$ cat src/rtl/mario_sound_cmd.sv
// Main-CPU sound command interface: FWFT command FIFO, digital level bits and
// stretched analog trigger pulses driving the sound subsystem inputs.
module mario_sound_cmd #(
    parameter int unsigned FIFO_DEPTH = 4,
    parameter int unsigned PULSE_LEN  = 1024,
    parameter int unsigned PCNT_W     = 11
) (
    input  logic       I_CLK_12M,
    input  logic       I_RST,
    input  logic       I_CPU_WR,
    input  logic [1:0] I_CPU_ADDR,
    input  logic [7:0] I_CPU_DATA,
    input  logic       I_SND_RD,
    output logic [7:0] O_SND_DATA,
    output logic [9:0] O_SND_CTRL,
    output logic       O_SND_PEND,
    output logic       O_FIFO_FULL,
    output logic       O_OVF
);

    localparam int unsigned PTR_W = (FIFO_DEPTH > 1) ? $clog2(FIFO_DEPTH) : 1;
    localparam int unsigned CNT_W = PTR_W + 1;
    localparam int unsigned NTRIG = 3;

    logic [7:0]        mem [FIFO_DEPTH];
    logic [PTR_W-1:0]  wr_ptr, rd_ptr, wr_ptr_nx, rd_ptr_nx;
    logic [CNT_W-1:0]  count, count_nx;
    logic              push, pop, full, accept;
    logic [7:0]        data_nx;
    logic              ovf_nx;
    logic [9:0]        ctrl_nx;
    logic [PCNT_W-1:0] pcnt [NTRIG];
    logic [PCNT_W-1:0] pcnt_nx [NTRIG];

    // Next-state for FIFO bookkeeping, head byte, overflow flag and pulses
    always_comb begin
        full      = (count == CNT_W'(FIFO_DEPTH));
        push      = I_CPU_WR && (I_CPU_ADDR == 2'd0);
        pop       = I_SND_RD && (count != '0);
        accept    = push && (!full || pop);
        wr_ptr_nx = accept ? wr_ptr + PTR_W'(1) : wr_ptr;
        rd_ptr_nx = pop ? rd_ptr + PTR_W'(1) : rd_ptr;
        count_nx  = count + CNT_W'(accept) - CNT_W'(pop);

        // Empty FIFO keeps showing the last byte, like the original latch
        data_nx = O_SND_DATA;
        if (count_nx != '0) begin
            if ((count == '0) || (pop && (count == CNT_W'(1))))
                data_nx = I_CPU_DATA;
            else
                data_nx = mem[rd_ptr_nx];
        end

        ovf_nx = O_OVF;
        if (I_CPU_WR && (I_CPU_ADDR == 2'd3))
            ovf_nx = 1'b0;
        if (push && !accept)
            ovf_nx = 1'b1;

        ctrl_nx = O_SND_CTRL;
        if (I_CPU_WR && (I_CPU_ADDR == 2'd1))
            ctrl_nx[6:0] = I_CPU_DATA[6:0];

        for (int unsigned i = 0; i < NTRIG; i++) begin
            pcnt_nx[i] = pcnt[i];
            if (pcnt[i] != '0)
                pcnt_nx[i] = pcnt[i] - PCNT_W'(1);
            if (I_CPU_WR && (I_CPU_ADDR == 2'd2) && I_CPU_DATA[i])
                pcnt_nx[i] = PCNT_W'(PULSE_LEN);
            ctrl_nx[7+i] = (pcnt_nx[i] != '0);
        end
    end

    always_ff @(posedge I_CLK_12M or posedge I_RST) begin
        if (I_RST) begin
            wr_ptr      <= '0;
            rd_ptr      <= '0;
            count       <= '0;
            O_SND_DATA  <= '0;
            O_SND_CTRL  <= '0;
            O_SND_PEND  <= 1'b0;
            O_FIFO_FULL <= 1'b0;
            O_OVF       <= 1'b0;
            for (int unsigned i = 0; i < NTRIG; i++)
                pcnt[i] <= '0;
        end else begin
            wr_ptr      <= wr_ptr_nx;
            rd_ptr      <= rd_ptr_nx;
            count       <= count_nx;
            O_SND_DATA  <= data_nx;
            O_SND_CTRL  <= ctrl_nx;
            O_SND_PEND  <= (count_nx != '0);
            O_FIFO_FULL <= (count_nx == CNT_W'(FIFO_DEPTH));
            O_OVF       <= ovf_nx;
            for (int unsigned i = 0; i < NTRIG; i++)
                pcnt[i] <= pcnt_nx[i];
        end
    end

    // Storage needs no reset; the pointers define which entries are valid
    always_ff @(posedge I_CLK_12M) begin
        if (accept)
            mem[wr_ptr] <= I_CPU_DATA;
    end

endmodule

$ cat config.mk
export PLATFORM = sky130hd
export DESIGN_NAME = mario_sound_cmd
export DESIGN_NICKNAME = d
export VERILOG_FILES = /design/src/rtl/mario_sound_cmd.sv
export SDC_FILE = /design/constraint.sdc
export NUM_CORES = 1
export LEC_CHECK = 0
export BUFFER_PORTS_ARGS = -buffer_cell sky130_fd_sc_hd__buf_2
export CAP_MARGIN = 25
export CORE_MARGIN = 2
export CORE_UTILIZATION = 60
export CTS_CLUSTER_SIZE = 14
export DETAILED_ROUTE_END_ITERATION = 12
export GPL_TIMING_DRIVEN = 0
export PLACE_DENSITY = 0.87
export SYNTH_ARGS = -nofsm -noshare
export SYNTH_HDL_FRONTEND = slang
export SYNTH_SLANG_ARGS = --single-unit
$ cat constraint.sdc
create_clock -name I_CLK_12M -period 8.2 [get_ports I_CLK_12M]
set_input_delay 0.41 -clock I_CLK_12M [delete_from_list [all_inputs] [get_ports I_CLK_12M]]
set_output_delay 0.41 -clock I_CLK_12M [all_outputs]
set_load 0.1 [all_outputs]
[Yosys cells after proc, flatten, opt, wreduce, memory -nomap -nowiden]
Memory sizes are Yosys's and may differ from the RTL's.
Index checks and enable logic that the tools add are counted.
Word-level totals
  register bits after elaboration: 61
  memory bits (writable): 32
  memories: 1
Operators by class
  reduce and logical (&&, ||, !) cells: 26
  equal/unequal tests: 6
  muxes and demuxes: 12
  add/subtract/negate cells: 7
Memory list
  mem: words 4, bits a word 8, read ports 1, clocked after Yosys merged registers in 0, write ports 1, line 25  | logic [7:0] mem [FIFO_DEPTH];
Operators by type and width (count)
  $mux 11: 6
  $reduce_bool 11->1: 6
  $sub 11x1->11 const B: 3
  $logic_and 1x1->1: 11
  $mux 8: 1
  $eq 3x3->1 const B: 2
  $reduce_bool 3->1: 2
  $add 2x1->2 const B: 2
  $eq 2x2->1 const B: 2
  $mux 1: 4
  $add 3x1->3: 1
  $eq 3x1->1 const B: 1
  $logic_not 3->1: 1
  $sub 3x1->3: 1
  $eq 2x1->1 const B: 1
  $logic_not 1->1: 2
  $logic_not 2->1: 1
  $logic_or 1x1->1: 2
  $mux 2: 1
  $reduce_bool 2->1: 1

[Logic depth before layout (Yosys ltp)]
Gate-level depths: netlist of the first run.
  word-level depth: 7
  mapped depth: 15

[Worst setup path before layout of the first run]
Ideal clock, no wire load.
  path kind: reg-to-reg
  start: register count[1]
  end: register O_SND_DATA[6]
  data required time: 8.114 ns
  path buffers: 2
  arrival: 3.493 ns
  setup slack: 4.621 ns
  cell stages (with the launch flop): 16
  setup time: 0.086 ns
  path through: dfrtp_1 -> o31ai_2 -> inv_2 -> clkbuf_1 -> ha_1 -> inv_1 -> ha_1 -> inv_1 -> fa_1 -> xor3_1 -> nor2_4 -> inv_2 -> and2_1 -> clkbuf_1 -> and3_1 -> nor3_1
Between the ends
  word-level cells in the longest chain between the ends: 7
RTL lines
  from (decl): line 27  | logic [CNT_W-1:0] count, count_nx;
  from (signal assigned): line 89  | count <= count_nx;
  $eq 3x3->1 or $reduce_bool 3->1 (tied branches): line 37, 39
  $logic_not 1->1 or $logic_and 1x1->1 (tied branches): line 40, 39
  $logic_or 1x1->1: line 40  | accept = push && (!full || pop);
  $logic_and 1x1->1: line 40
  $add 3x1->3: line 43  | count_nx = count + CNT_W'(accept) - CNT_W'(pop);
  $sub 3x1->3 *: line 43
  via count_nx[2]: line 27
  $reduce_bool 3->1 *: line 47  | if (count_nx != '0) begin
  to (signal assigned): line 90  | O_SND_DATA <= data_nx;
  to (decl): line 14  | output logic [7:0] O_SND_DATA,
Mark *: on every way through the listed nets, which the timed path passes. The rest lies on a longest branch.
A chain may end at the register's enable or synchronous reset.

[Worst setup path in the final report of the first run]
Same ends and word-level chain as after synthesis.

==> flow_summary.toml, run 1 <==
[synthesis]
yosys.area_share.xor_xnor_pct = 3.49
syn_area_um2 = 4700
synth_edf_count = 32
syn_inst = 444
synth_area_leaders = "dfrtp_1 32%, edfxtp_1 20%, nor2_1 4.3%"
synth_top_area_cell = "dfrtp_1"
avgSynthCellArea_um2 = 10.6
synth_common_cells = "61 x dfrtp_1, 54 x nor2_1, 32 x edfxtp_1, 24 x nand2_1"
synth.top_cell.area_share_pct = 32.5
synth_top_flop_cell = "dfrtp_1"
synth-simple-area-share_pct = 19.8
yosys_warnings = 0
seq_area_frac_synth_pct = 53.0
synth_top_family_by_area = "simple AND/OR/NAND/NOR gates"
yosysMostFrequentCell = "dfrtp_1"
ys_seq_elements = 93
synth.area.mux_share_pct = 4.50
async_flop_share_pct = 65.6
synth_compound_area_share_pct = 13.1
syn-num-nets = 468
synthAdderAreaFrac_pct = 2.82
ys_types = 63

[die]
start_util_pct = 61.4
placementRows = 32
dieArea_um2 = 8550
io_pins = 35
die_x_um = 92.5
dieHeight_um = 92.5
coreArea_um2 = 7650

[power_and_ir_drop]
p_total_w = 0.00213
p_per_area_nw_per_um2 = 408
p_leak_nw = 2.12
vdd_drop_max_mv = 0.167
swShare_pct = 46.7
switchingPower_w = 0.000997
power.internal_w = 0.00114
clockPowerShare_pct = 15.3
power_frac_seq_pct = 35.5
p_comb_share_pct = 49.2

[sta]
tightest_slew_ns = 0.882
rsz0062_at_grt = "false"
finalCritPeriodShare_pct = 52.7
setup_tns_ns = 0
slew_viol_final = 0
fmax_mhz = 231
relSlewSlack_pct = 41.1
hold_viol_final = 0
clock_skew_ns = 0.0126
setup_viol = 0
timing.final.crit_period_ns = 4.32

[global_routing]
grt_max_degree = 45
use_met1_pct = 28.4
grt_pass1_wl_um = 16400
overflow = 0
track_usage_pct = 24.4
met2_usage_pct = 43.6
grt_pass1_vias = 3596
gr-usage-met3_pct = 5.21
grt_busiest_layer = "met2"
antenna_found_initial = 0

[place]
place.gp.congestion = 0.968
dp_cells = 581
dpl.hpwl_um = 6960
io_buffers = 34
place_area_um2 = 5010

[critical_path]
crit_required_ns = 8.48
crit_family = "buffers and inverters"
critPathBufInv = 6
endpoint_kind = "flop"
crit_fanout = 10
start_kind = "flop"
path_class = "reg -> reg"
reg2reg_slack_ns = 3.88
slowest_stage = "o31ai_2"
cp_cell_sequence = "o31ai_2 -> inv_2 -> clkbuf_1 -> ha_1 -> inv_1 -> ha_1 -> inv_1 -> fa_1 -> xor3_1 -> nor2_4 -> inv_2 -> and2_1 -> clkbuf_1 -> and3_1 -> nor3_1"
cpPeakStageDelay_ns = 0.71
worstPathArrival_ns = 4.60

[worst_hold_path]
hp-class = "in -> async"

[clock_network]
clockBufferDepth = 2
htreeDepth = 3
path_clk_slew_ns = 0.10
cts_tree = "yes"
postCtsHoldBufs = 0
cts_resized = 0
cts_root_buf = "clkbuf_8"
numClockSinks = 93
clk_latency_ns = 0.36
post_cts_buffers = 0
cts_buffers = 9

[route]
firstDrtPassIters = 8
vias = 3538
routed_wl_um = 9670
postRouteAntennaNets = 0
vias_per_cell = 5.93
routedWlPerCell_um = 16.2
drtIter0Drc = 240
drcViolationCount = 0

[layout]
drive_above_1_share_pct = 15.8
final_util_pct = 68.4
final_nets = 514
fin_cells = 597
stdcell_area_um2 = 5230
area_growth_syn_to_layout_pct = 11.3
antenna_cells = 0

[job]
cap_viol_max_count = 0

[outcome]
outcome = "completed"
## worst register-to-register path, delay by kind of cell (launching register included)
family	cells	cell delay, ns
AO/OA/AOI/OAI	1	0.71
XOR/XNOR	1	0.44
adder cells (fa/ha/maj)	3	0.85
buffers and inverters	6	0.96
flip-flops	1	0.48
AND/OR/NAND/NOR	4	0.81
## kinds of logic (layout without fill, tap and decap cells)
kind of cell               count (synthesis)  count (layout)
and+or+nand+nor                          173             173
DFF                                       93              93
AOI/OAI and AO/OA                         92              92
buffers and inverters                     39              90
muxes                                     20              20
xor gates and xnor gates                  17              17
adders and majority gates                 10              10
## metrics by stage
step	hold slack (ns)	setup slack, ns
floorplan	0.488	4.62
global placement	0.477	4.04
detailed placement	0.420	3.93
CTS	0.0228	3.88
global route	0.0403	3.56
finish	0.0232	3.88
## worst paths after layout
check | startpoint | to | depth (start not counted)
setup / recovery | count[1] | O_SND_DATA[6] | 15
hold / removal | I_RST | pcnt[5] | 2
setup reg to reg | count[1] | O_SND_DATA[6] | 15
hold reg to reg | O_SND_DATA[0] | O_SND_DATA[0] | 2
max in group asynchronous | I_RST | pcnt[14] | 3
min in group I_CLK_12M | I_CPU_ADDR[1] | O_OVF | 2
## registers in the layout, summed over array words and instances, names as in the netlist
register and count:
wr_ptr 2, O_OVF 1, pcnt 33, O_FIFO_FULL 1, rd_ptr 2, mem 32
count 3, O_SND_PEND 1, O_SND_CTRL 10, O_SND_DATA 8
## area by class of cell
type	instances	area (um^2)
inverters	21	78.8
plain buffers	18	77.6
clock inverters	5	62.6
multi-input cells	312	2050
flip-flops and latches	93	2490
clock buffers	11	153
well taps	102	128
repair buffers	35	190
fillers	539	2420
## per-layer routing
metal	vias to the layer above	share of wire, %	wire length [um]
met5	-	0	0
met4	0	1.4	133
met3	20	4.5	434
met2	120	53	5130
met1	1703	41	3970
li1	1695	-	-
## layout by cell type, fill, tap and decap left out, drive strengths merged, types with 6 or more instances in the layout
cell | netlist | layout
nand2b | 6 | 6
clkbuf | 14 | 25
o21bai | 6 | 6
inv | 21 | 24
mux2i | 11 | 11
nor2 | 55 | 55
a21o | 7 | 7
nand2 | 24 | 24
a31oi | 10 | 10
nand3 | 16 | 16
dfrtp | 61 | 61
nor2b | 8 | 8
buf | 4 | 39
mux2 | 9 | 9
nor4 | 6 | 6
nor3 | 18 | 18
a21oi | 19 | 19
ha | 9 | 9
o21ai | 20 | 20
xnor2 | 12 | 12
a211oi | 11 | 11
edfxtp | 32 | 32
nor3b | 6 | 6
## power by group through the flow
stage / logic, W / registers (W) / clock network, W
2_1_floorplan: 0.000632 / 0.000957 / 0
3_3_place_gp: 0.00100 / 0.000752 / 0
3_5_place_dp: 0.00104 / 0.000761 / 0
4_1_cts: 0.00105 / 0.000754 / 0.000334
5_1_grt: 0.00115 / 0.000776 / 0.000348
6_report: 0.00105 / 0.000757 / 0.000326
(Power assumes the default switching activity.)
==> inputs of run 2 (changes only) <==
CORE_UTILIZATION = 54   (was 60)
PLACE_DENSITY = 0.83   (was 0.87)
clock period = 3.7 ns   (was 8.2 ns; I/O delays follow)
==> run 2 against run 1 <==
  * Power rose by 120%
  * Global-route usage is 2.8 points lower
  * Wire length increased by 0.64%
  * Clock skew hardly changed
  * Die area is 11% higher
  * Sequential cell count did not move
  * Sequential power up 120%
  * First-iteration DRC count is 21% lower
  * Non-clock buffer count grew 4
  * Worst setup slack got worse by 3.6 ns
  * Clock power is 110% higher
  * Critical path type unchanged
==> flow_summary.toml, run 2 (same netlist as run 1, synthesis figures left out) <==
[critical_path]
path_class = "reg -> reg"
rr_startpoint = "count[0]"
start_kind = "flop"
endpoint_kind = "flop"
cp_cell_sequence = "o31ai_4 -> inv_2 -> ha_1 -> inv_1 -> ha_1 -> inv_1 -> fa_1 -> xor3_1 -> nor2_4 -> inv_2 -> and2_1 -> clkbuf_1 -> and3_1 -> nor3_1"
worstPathArrival_ns = 3.73
r2r-end = "O_SND_DATA[6]"
crit_required_ns = 3.98
reg2reg_slack_ns = 0.25
slowest_stage = "dfrtp_1"
cpPeakStageDelay_ns = 0.48
crit_start = "count[0]"
cp-endpoint = "O_SND_DATA[6]"
rr_worst_depth = 14
crit_fanout = 19

[layout]
final_cell_mix = "60 x dfrtp_1, 54 x nor2_1, 36 x buf_2"
largest_reg_flops = 33
area_growth_syn_to_layout_pct = 12.5
stdcell_area_um2 = 5280
drive_above_1_share_pct = 17.2
final_util_pct = 61.5
mostFrequentLayoutCell = "dfrtp_1"
largest_registers = "pcnt: 33 flops, mem: 32 flops, O_SND_CTRL: 10 flops"
antenna_cells = 0
final_nets = 518
regMostFlops = "pcnt"

[sta]
rsz0062_at_grt = "false"
timing.final.crit_period_ns = 3.45
clock_skew_ns = 0.0124
slew_viol_final = 0
fmax_mhz = 290
setup_viol = 0
hold_slack_ns = 0.0802
tightest_slew_ns = 0.640
hold_viol_final = 0
relSlewSlack_pct = 57.0
finalCritPeriodShare_pct = 93.2

[place]
io_buffers = 34
dpl.hpwl_um = 7060
place.gp.congestion = 0.892
place_area_um2 = 5020

[worst_hold_path]
min_path_cells = 1
hp-class = "in -> reg"

[clock_network]
cts_buffers = 9
clk_latency_ns = 0.36
numClockSinks = 93
cts_tree = "yes"
clockBufferDepth = 2
htreeDepth = 3
path_clk_slew_ns = 0.10
cts_root_buf = "clkbuf_8"

[route]
firstDrtPassIters = 4
routed_wl_um = 9730
routedWlPerCell_um = 16.0
vias_per_cell = 5.78
postRouteAntennaNets = 0
vias = 3507
drcViolationCount = 0
drtIter0Drc = 189

[global_routing]
grt_max_degree = 42
track_usage_pct = 21.6
antenna_found_initial = 0
overflow = 0
grt_pass1_wl_um = 16400
grt_pass1_vias = 3476

[die]
dieArea_um2 = 9460
dieHeight_um = 97.3
die_x_um = 97.3
placementRows = 34
io_pins = 35
start_util_pct = 54.7
coreArea_um2 = 8590

[job]
cap_viol_max_count = 0

[power_and_ir_drop]
p_leak_nw = 2.14
p_per_area_nw_per_um2 = 897
vdd_drop_max_mv = 0.318

[outcome]
outcome = "completed"
run 2: power breakdown:
group | leakage, nW | total [W] | internal, W | switching (W)
clock | 0.100 | 0.000680 | 0.000315 | 0.000364
combinational | 1.03 | 0.00236 | 0.000818 | 0.00154
sequential | 1.01 | 0.00170 | 0.00138 | 0.000322
run 2: what timing repair did:
| action | 4_1_cts | 5_1_grt |
|---|---|---|
| pin swaps | 2 | 1 |
| hold endpoints to repair | 20 | 0 |
| hold buffers | 1 | 0 |
| gates resized for setup | 3 | 2 |
| endpoints found under the setup margin | 8 | 2 |
| buffers inserted | 2 | 2 |
run 2: how the worst min path moves through the flow:
stage          slack (ns)          start         to
3_3_place_gp         0.44  I_CPU_DATA[7]  mem[2][7]
4_1_cts              0.07  I_CPU_DATA[7]  mem[3][7]
2_1_floorplan        0.28  I_CPU_DATA[0]  mem[0][0]
3_5_place_dp         0.23          I_RST   pcnt[18]
5_1_grt              0.07  I_CPU_DATA[7]  mem[0][7]
6_report             0.08  I_CPU_DATA[7]  mem[3][7]
run 2: critical path: cells and delay by family, from the launching register on:
kind | cells | cell delay [ns]
DFF | 1 | 0.48
adders and majority gates | 3 | 0.82
AOI/OAI and AO/OA | 1 | 0.30
buffers and inverters | 5 | 0.57
and+or+nand+nor | 4 | 0.73
xor gates and xnor gates | 1 | 0.45
run 2: layout make-up:
cell class / count / area (um^2)
Fill cell: 701 / 3310
Timing Repair Buffer: 40 / 230
Inverter: 21 / 78.8
Clock inverter: 7 / 71.3
Tap cell: 108 / 135
Clock buffer: 9 / 124
Buffer: 17 / 73.8
Multi-Input combinational cell: 312 / 2080
Sequential cell: 93 / 2490
run 2: stage by stage:
stage	setup slack (ns)	power, W	instances	TNS (ns)
6_report	0.251	0.00474	607	0
5_1_grt	0.0431	0.00506	607	0
4_1_cts	0.0894	0.00471	605	0
3_5_place_dp	-0.523	0.00399	587	-2.83
3_3_place_gp	-0.448	0.00390	586	-2.25
2_1_floorplan	0.121	0.00352	444	0
run 2: layer usage:
layer | up-vias | wire, um | GRT usage [%]
li1 | 1717 | - | -
met1 | 1702 | 4140 | 26.6
met2 | 79 | 5120 | 38.0
met3 | 9 | 338 | 3.45
met4 | 0 | 121 | 8.44
met5 | - | 0 | 0
